### src/rtl/mem_stage.sv
// Memory stage: one load/store/pass-through bundle at a time, with a bounded wait on the data bus.
// Defining MEM_MISALIGN_CHECK_EN traps misaligned halfword/word accesses instead of issuing them.

package mem_stage_pkg;
  typedef enum logic [3:0] {
    MEM_NOP, MEM_LB, MEM_LH, MEM_LW, MEM_LBU, MEM_LHU, MEM_SB, MEM_SH, MEM_SW
  } mem_op_t;

  typedef struct packed {
    logic [31:0] pc;
    logic [4:0]  rd;
    logic        rf_wr_en;
    logic [31:0] rd_res;
    mem_op_t     mem_op;
    logic [31:0] mem_addr;
    logic [31:0] mem_w_data;
    logic        mem_w_en;
  } pipeline_bus_t;

  localparam int BUS_BITS = $bits(pipeline_bus_t);

  typedef struct packed {
    logic [4:0]  rd_addr;
    logic [31:0] rd;
  } bypass_bus_t;
endpackage

module mem_stage
  import mem_stage_pkg::*;
#(
  parameter int MAX_WAIT = 15
) (
  input  logic          clk,
  input  logic          rst_n,
  input  pipeline_bus_t ex_bus_i,
  input  logic          ex_valid_i,
  output logic          mem_ready_o,
  output logic          dmem_req_o,
  output logic [3:0]    dmem_we_o,
  output logic [31:0]   dmem_addr_o,
  output logic [31:0]   dmem_wdata_o,
  input  logic          dmem_gnt_i,
  input  logic          dmem_rvalid_i,
  input  logic [31:0]   dmem_rdata_i,
  output pipeline_bus_t wb_bus_o,
  output logic          wb_valid_o,
  output bypass_bus_t   bypass_o,
  output logic          misalign_o,
  output logic          timeout_o
);

  typedef enum logic [1:0] {IDLE, REQ, WAIT_R} state_t;

  // Extra headroom: a load granted on the last allowed cycle enters WAIT_R already past the limit.
  localparam int CNT_W = $clog2(MAX_WAIT + 2);

  state_t           state, state_next;
  pipeline_bus_t    bus;
  logic [CNT_W-1:0] wait_cnt;
  logic             ex_mem, ex_misalign, timed_out;

  function automatic logic is_load(mem_op_t op);
    return op inside {MEM_LB, MEM_LH, MEM_LW, MEM_LBU, MEM_LHU};
  endfunction

  function automatic logic is_store(mem_op_t op);
    return op inside {MEM_SB, MEM_SH, MEM_SW};
  endfunction

  function automatic logic [3:0] store_be(mem_op_t op, logic [1:0] a);
    case (op)
      MEM_SB:  return 4'b0001 << a;
      MEM_SH:  return 4'b0011 << {a[1], 1'b0};
      MEM_SW:  return 4'b1111;
      default: return 4'b0000;
    endcase
  endfunction

  function automatic logic [31:0] store_data(mem_op_t op, logic [31:0] w);
    case (op)
      MEM_SB:  return {4{w[7:0]}};
      MEM_SH:  return {2{w[15:0]}};
      default: return w;
    endcase
  endfunction

  function automatic logic [31:0] load_ext(mem_op_t op, logic [1:0] a, logic [31:0] d);
    logic [7:0]  b;
    logic [15:0] h;
    b = d[{a, 3'b000} +: 8];
    h = a[1] ? d[31:16] : d[15:0];
    case (op)
      MEM_LB:  return {{24{b[7]}}, b};
      MEM_LBU: return {24'd0, b};
      MEM_LH:  return {{16{h[15]}}, h};
      MEM_LHU: return {16'd0, h};
      default: return d;
    endcase
  endfunction

  assign ex_mem    = is_load(ex_bus_i.mem_op) || is_store(ex_bus_i.mem_op);
  assign timed_out = (wait_cnt >= CNT_W'(MAX_WAIT - 1));
  assign mem_ready_o = (state == IDLE);

`ifdef MEM_MISALIGN_CHECK_EN
  assign ex_misalign =
      ((ex_bus_i.mem_op inside {MEM_LH, MEM_LHU, MEM_SH}) && ex_bus_i.mem_addr[0]) ||
      ((ex_bus_i.mem_op inside {MEM_LW, MEM_SW}) && (ex_bus_i.mem_addr[1:0] != 2'b00));

  always_ff @(posedge clk or negedge rst_n) begin
    if (!rst_n) misalign_o <= 1'b0;
    else        misalign_o <= (state == IDLE) && ex_valid_i && ex_misalign;
  end
`else
  assign ex_misalign = 1'b0;
  assign misalign_o  = 1'b0;
`endif

  always_ff @(posedge clk or negedge rst_n) begin
    if (!rst_n) state <= IDLE;
    else        state <= state_next;
  end

  always_comb begin
    state_next   = state;
    dmem_req_o   = 1'b0;
    dmem_we_o    = 4'b0000;
    dmem_addr_o  = 32'd0;
    dmem_wdata_o = 32'd0;
    case (state)
      IDLE: begin
        if (ex_valid_i && ex_mem && !ex_misalign) state_next = REQ;
      end
      REQ: begin
        dmem_req_o   = 1'b1;
        dmem_we_o    = store_be(bus.mem_op, bus.mem_addr[1:0]);
        dmem_addr_o  = {bus.mem_addr[31:2], 2'b00};
        dmem_wdata_o = store_data(bus.mem_op, bus.mem_w_data);
        if (dmem_gnt_i)     state_next = is_load(bus.mem_op) ? WAIT_R : IDLE;
        else if (timed_out) state_next = IDLE;
      end
      WAIT_R: begin
        if (dmem_rvalid_i || timed_out) state_next = IDLE;
      end
      default: state_next = IDLE;
    endcase
  end

  // Completion (or abort) is always the cycle the FSM leaves REQ/WAIT_R, so wb follows one cycle later.
  always_ff @(posedge clk or negedge rst_n) begin
    if (!rst_n) begin
      bus        <= '0;
      wait_cnt   <= '0;
      wb_bus_o   <= '0;
      wb_valid_o <= 1'b0;
      timeout_o  <= 1'b0;
    end else begin
      wb_valid_o <= 1'b0;
      timeout_o  <= 1'b0;
      case (state)
        IDLE: begin
          if (ex_valid_i) begin
            bus      <= ex_bus_i;
            wait_cnt <= '0;
            if (ex_misalign) begin
              wb_bus_o          <= ex_bus_i;
              wb_bus_o.rf_wr_en <= 1'b0;
              wb_bus_o.mem_w_en <= 1'b0;
              wb_valid_o        <= 1'b1;
            end else if (!ex_mem) begin
              wb_bus_o   <= ex_bus_i;
              wb_valid_o <= 1'b1;
            end
          end
        end
        REQ: begin
          wait_cnt <= wait_cnt + 1'b1;
          if (dmem_gnt_i) begin
            if (!is_load(bus.mem_op)) begin
              wb_bus_o   <= bus;
              wb_valid_o <= 1'b1;
            end
          end else if (timed_out) begin
            wb_bus_o          <= bus;
            wb_bus_o.rf_wr_en <= 1'b0;
            wb_valid_o        <= 1'b1;
            timeout_o         <= 1'b1;
          end
        end
        WAIT_R: begin
          wait_cnt <= wait_cnt + 1'b1;
          if (dmem_rvalid_i) begin
            wb_bus_o        <= bus;
            wb_bus_o.rd_res <= load_ext(bus.mem_op, bus.mem_addr[1:0], dmem_rdata_i);
            wb_valid_o      <= 1'b1;
          end else if (timed_out) begin
            wb_bus_o          <= bus;
            wb_bus_o.rf_wr_en <= 1'b0;
            wb_valid_o        <= 1'b1;
            timeout_o         <= 1'b1;
          end
        end
        default: ;
      endcase
    end
  end

  assign bypass_o.rd_addr = (wb_valid_o && wb_bus_o.rf_wr_en && (wb_bus_o.rd != 5'd0)) ? wb_bus_o.rd : 5'd0;
  assign bypass_o.rd      = wb_bus_o.rd_res;

endmodule

### config.mk
export PLATFORM = sky130hd
export DESIGN_NAME = mem_stage
export DESIGN_NICKNAME = d
export VERILOG_FILES = /design/src/rtl/mem_stage.sv
export SDC_FILE = /design/constraint.sdc
export NUM_CORES = 1
export LEC_CHECK = 0
export ABC_AREA = 1
export CELL_PAD_IN_SITES_DETAIL_PLACEMENT = 0
export CELL_PAD_IN_SITES_GLOBAL_PLACEMENT = 1
export CORE_MARGIN = 1
export CORE_UTILIZATION = 32
export DETAILED_ROUTE_END_ITERATION = 8
export PLACE_DENSITY = 0.88
export SLEW_MARGIN = 15
export SYNTH_ARGS = -nofsm -noshare
export SYNTH_HDL_FRONTEND = slang
export SYNTH_SLANG_ARGS = --single-unit
### constraint.sdc
create_clock -name clk -period 1.85 [get_ports clk]
set_input_delay 0.37 -clock clk [delete_from_list [all_inputs] [get_ports clk]]
set_output_delay 0.37 -clock clk [all_outputs]
set_load 0.1 [all_outputs]
==> metrics.cfg <==
[route]
wl_um = 74600
avgRoutedWirePerCell_um = 20.1
drt_first_iter_violations = 1707
num_vias = 19400
drc = 0
dr.pass1.iters = 5
viasPerCell = 5.24
ant_nets = 0

[final_layout]
register_area_um2 = 7210
multi_input_area_um2 = 9630
area_delta_synth_final_pct = 81.2
fin_nets = 3187
drive_gt1_share_pct = 33.4
utilization_pct = 59.1
fillers = 4266

[cts]
clkSinkCount = 287
cts_root_buf = clkbuf_16
insertion_delay_ps = 540
numCtsBuffers = 35
clockBufferDepth = 3
htreeDepth = 2
tritoncts = built
cts.clk_slew.worst_paths_ps = 60

[run_status]
status = finished, violations left
violations = setup timing

[place]
hpwl_um = 44200
portBuffers = 421
place_congestion = 0.878

[logic_synthesis]
synth_top_area_cell = dfrtp_1
avgSynthCellArea_um2 = 6.75
synth_top_cell_area_share_pct = 42.7
synthCells = 2492
synth_edf_count = 0
yosysSeqAreaShare_pct = 42.7
ys_top_cells_by_area = dfrtp_1, nand2_1, a21oi_1
async_reset_ff_share_pct = 100
yosysWarnings = 0
syn_area_um2 = 16800
ys.flop_type = dfrtp_1
synth_cell_types = 38
ys_ff_latch = 287

[worst_setup_path]
cp-end-kind = output pin
slowest_delay_ps = 360
slowest_stage = dfrtp_1
path_cells = nand2_2 -> nor2_4 -> buf_4 -> nand2_8 -> buf_4 -> o21ai_2 -> o21ai_0 -> inv_2 -> buf_12
crit_type = flop to output pin
cp_num_buf_inv = 4
path_common_cell = buf_4
crit_family = buffers and inverters
cp_max_fo = 4
arrival_ps = 2140
worst_ep_required_time_ps = 1480
start_kind = flop

[timing]
setup_slack_ps = -657
fin_crit_sh_pct = 136
setup_viol = 224
drv_slew = 0
rsz0062_at_grt = true
max_freq_mhz = 399
fin_worst_skew_ps = 11.1
hold_viol_final = 0
min_period_ps = 2510

[floorplan]
dieArea_um2 = 53500
die_height_um = 231
initial_core_util_pct = 32.6
die_w_um = 231
core_area_um2 = 51600
rows = 83
ios = 425

[global_routing]
grt_usage_pct = 27.1
grt_max_degree = 75
first_global_vias = 19100
antenna_found_initial = 5
grt_pass1_wl_um = 112000
grt_overflow = 0

[worst_hold_path]
hold_class = input pin to async pin

[run]
max_cap_viol_count = 0

[kinds of logic (layout without fill, tap and decap cells)]
logic type                 Yosys count  count (layout)  synth area share, %
buffers and inverters              482            1012                 12.2
xor gates and xnor gates             2               2                0.104
adders and majority gates            6               6                0.446
AOI/OAI and AO/OA                  601             601                 18.3
and+or+nand+nor                   1113            1117                 26.2
other                                1               5               0.0223
DFF                                287             287                 42.7
[worst reg2reg max path, cell delays in order (launching register included)]
cell and delay [ps]:
dfrtp_1 400, inv_2 90, ha_4 190, buf_12 140, buf_6 90, buf_6 100, nand4_1 170, nand2_4 160
inv_8 60, buf_12 130, nand2_8 140, buf_12 150, clkbuf_16 150, a21oi_2 30, nand2_1 70, nand2_1 50
[metrics by stage]
stage	instance area [µm²]	setup slack [ps]	setup TNS [ps]	hold slack, ps	instances
2_1_floorplan	17300	-425	-71440	74.4	2494
3_3_place_gp	25300	-396	-50240	226	3532
3_5_place_dp	25300	-485	-57940	225	3532
4_1_cts	29600	-717	-81210	246	3702
5_1_grt	30500	-716	-94640	259	3710
6_report	30500	-657	-77130	270	3710
[synth_stat cells (4+ instances only)]
cell      count
a21oi_1     282
a31oi_1      14
buf_1        12
buf_2        43
buf_4        43
buf_6         4
clkbuf_1     93
dfrtp_1     287
ha_1          6
inv_1       276
inv_2         9
nand2_1     924
nand2_2       7
nand3_1      67
nand3b_1     11
nand4_1       6
nor2_1       75
nor2_2        4
nor3_1        6
o211ai_1      8
o21ai_0     256
o21ai_1      30
o21bai_1      5
or2_2         5
[routing by layer]
| metal | part of all wire [%] | vias to the layer above | GRT usage (%) |
|---|---|---|---|
| li1 | - | 8892 | - |
| met1 | 40 | 9434 | 35.1 |
| met2 | 48 | 904 | 44.3 |
| met3 | 7.2 | 204 | 4.40 |
| met4 | 4.4 | 6 | 11.9 |
| met5 | 0.048 | - | 0 |
[cell type report]
class	count	area share [%]
repair buffers	665	34.2
multi-input cells	1729	31.6
flip-flops and latches	287	23.6
inverters	287	4.13
clock buffers	48	3.30
well taps	680	2.79
clock inverters	12	0.377
diodes	2	0.0164
[state kept, by name, indices dropped and copies added, names as in the netlist]
name        flops
state           2
wb_valid_o      1
wait_cnt        5
bypass_o       32
timeout_o       1
bus           139
wb_bus_o      107
[layout by cell type, fill, tap and decap left out, types with 5 or more instances in the layout]
cell,synthesis,layout
o21ai_4,1,5
inv_2,9,13
nand3b_1,11,11
nand3_1,67,66
inv_1,276,225
clkbuf_16,0,41
clkinvlp_4,0,40
o21bai_1,5,5
nand4_1,6,6
a21oi_4,0,13
nor2_4,1,25
o21ai_2,1,48
o21ai_0,256,188
a31oi_1,14,14
nor3_1,6,5
clkdlybuf4s50_1,0,174
buf_12,0,310
o211ai_1,8,8
a21oi_1,282,198
nand2_4,1,93
o21ai_1,30,47
clkinv_2,0,8
buf_4,43,96
nand2_1,924,719
dfrtp_1,287,279
nand2_2,7,116
nor2_1,75,51
dfrtp_4,0,7
buf_8,0,12
buf_16,0,43
clkbuf_1,93,7
buf_6,4,25
nand2_8,0,8
a21oi_2,0,71
[final timing paths]
path	startpoint	end	slack, ps	cells past startpoint
min in group clk	ex_bus_i[79]	bus[79]	430	3
hold reg to reg	bus[96]	bus[96]	480	2
setup reg to reg	state[1]	bypass_o[24]	-370	15
hold / removal	rst_n	bus[78]	270	2
setup / recovery	bus[67]	dmem_we_o[1]	-660	9
max in group asynchronous	rst_n	wb_bus_o[63]	720	4
[repair_timing]
| action | CTS | global route |
|---|---|---|
| hold buffers | 1 | 0 |
| gates cloned | 53 | 4 |
| gates resized for setup | 370 | 329 |
| setup buffers | 58 | 28 |
| hold endpoints to repair | 90 | 0 |
| setup endpoints to repair | 210 | 218 |
| pin swaps | 104 | 139 |
Power is left out: the tool's default activity adds up to more than one toggle a clock period on the data nets, which glitch-free logic cannot reach.
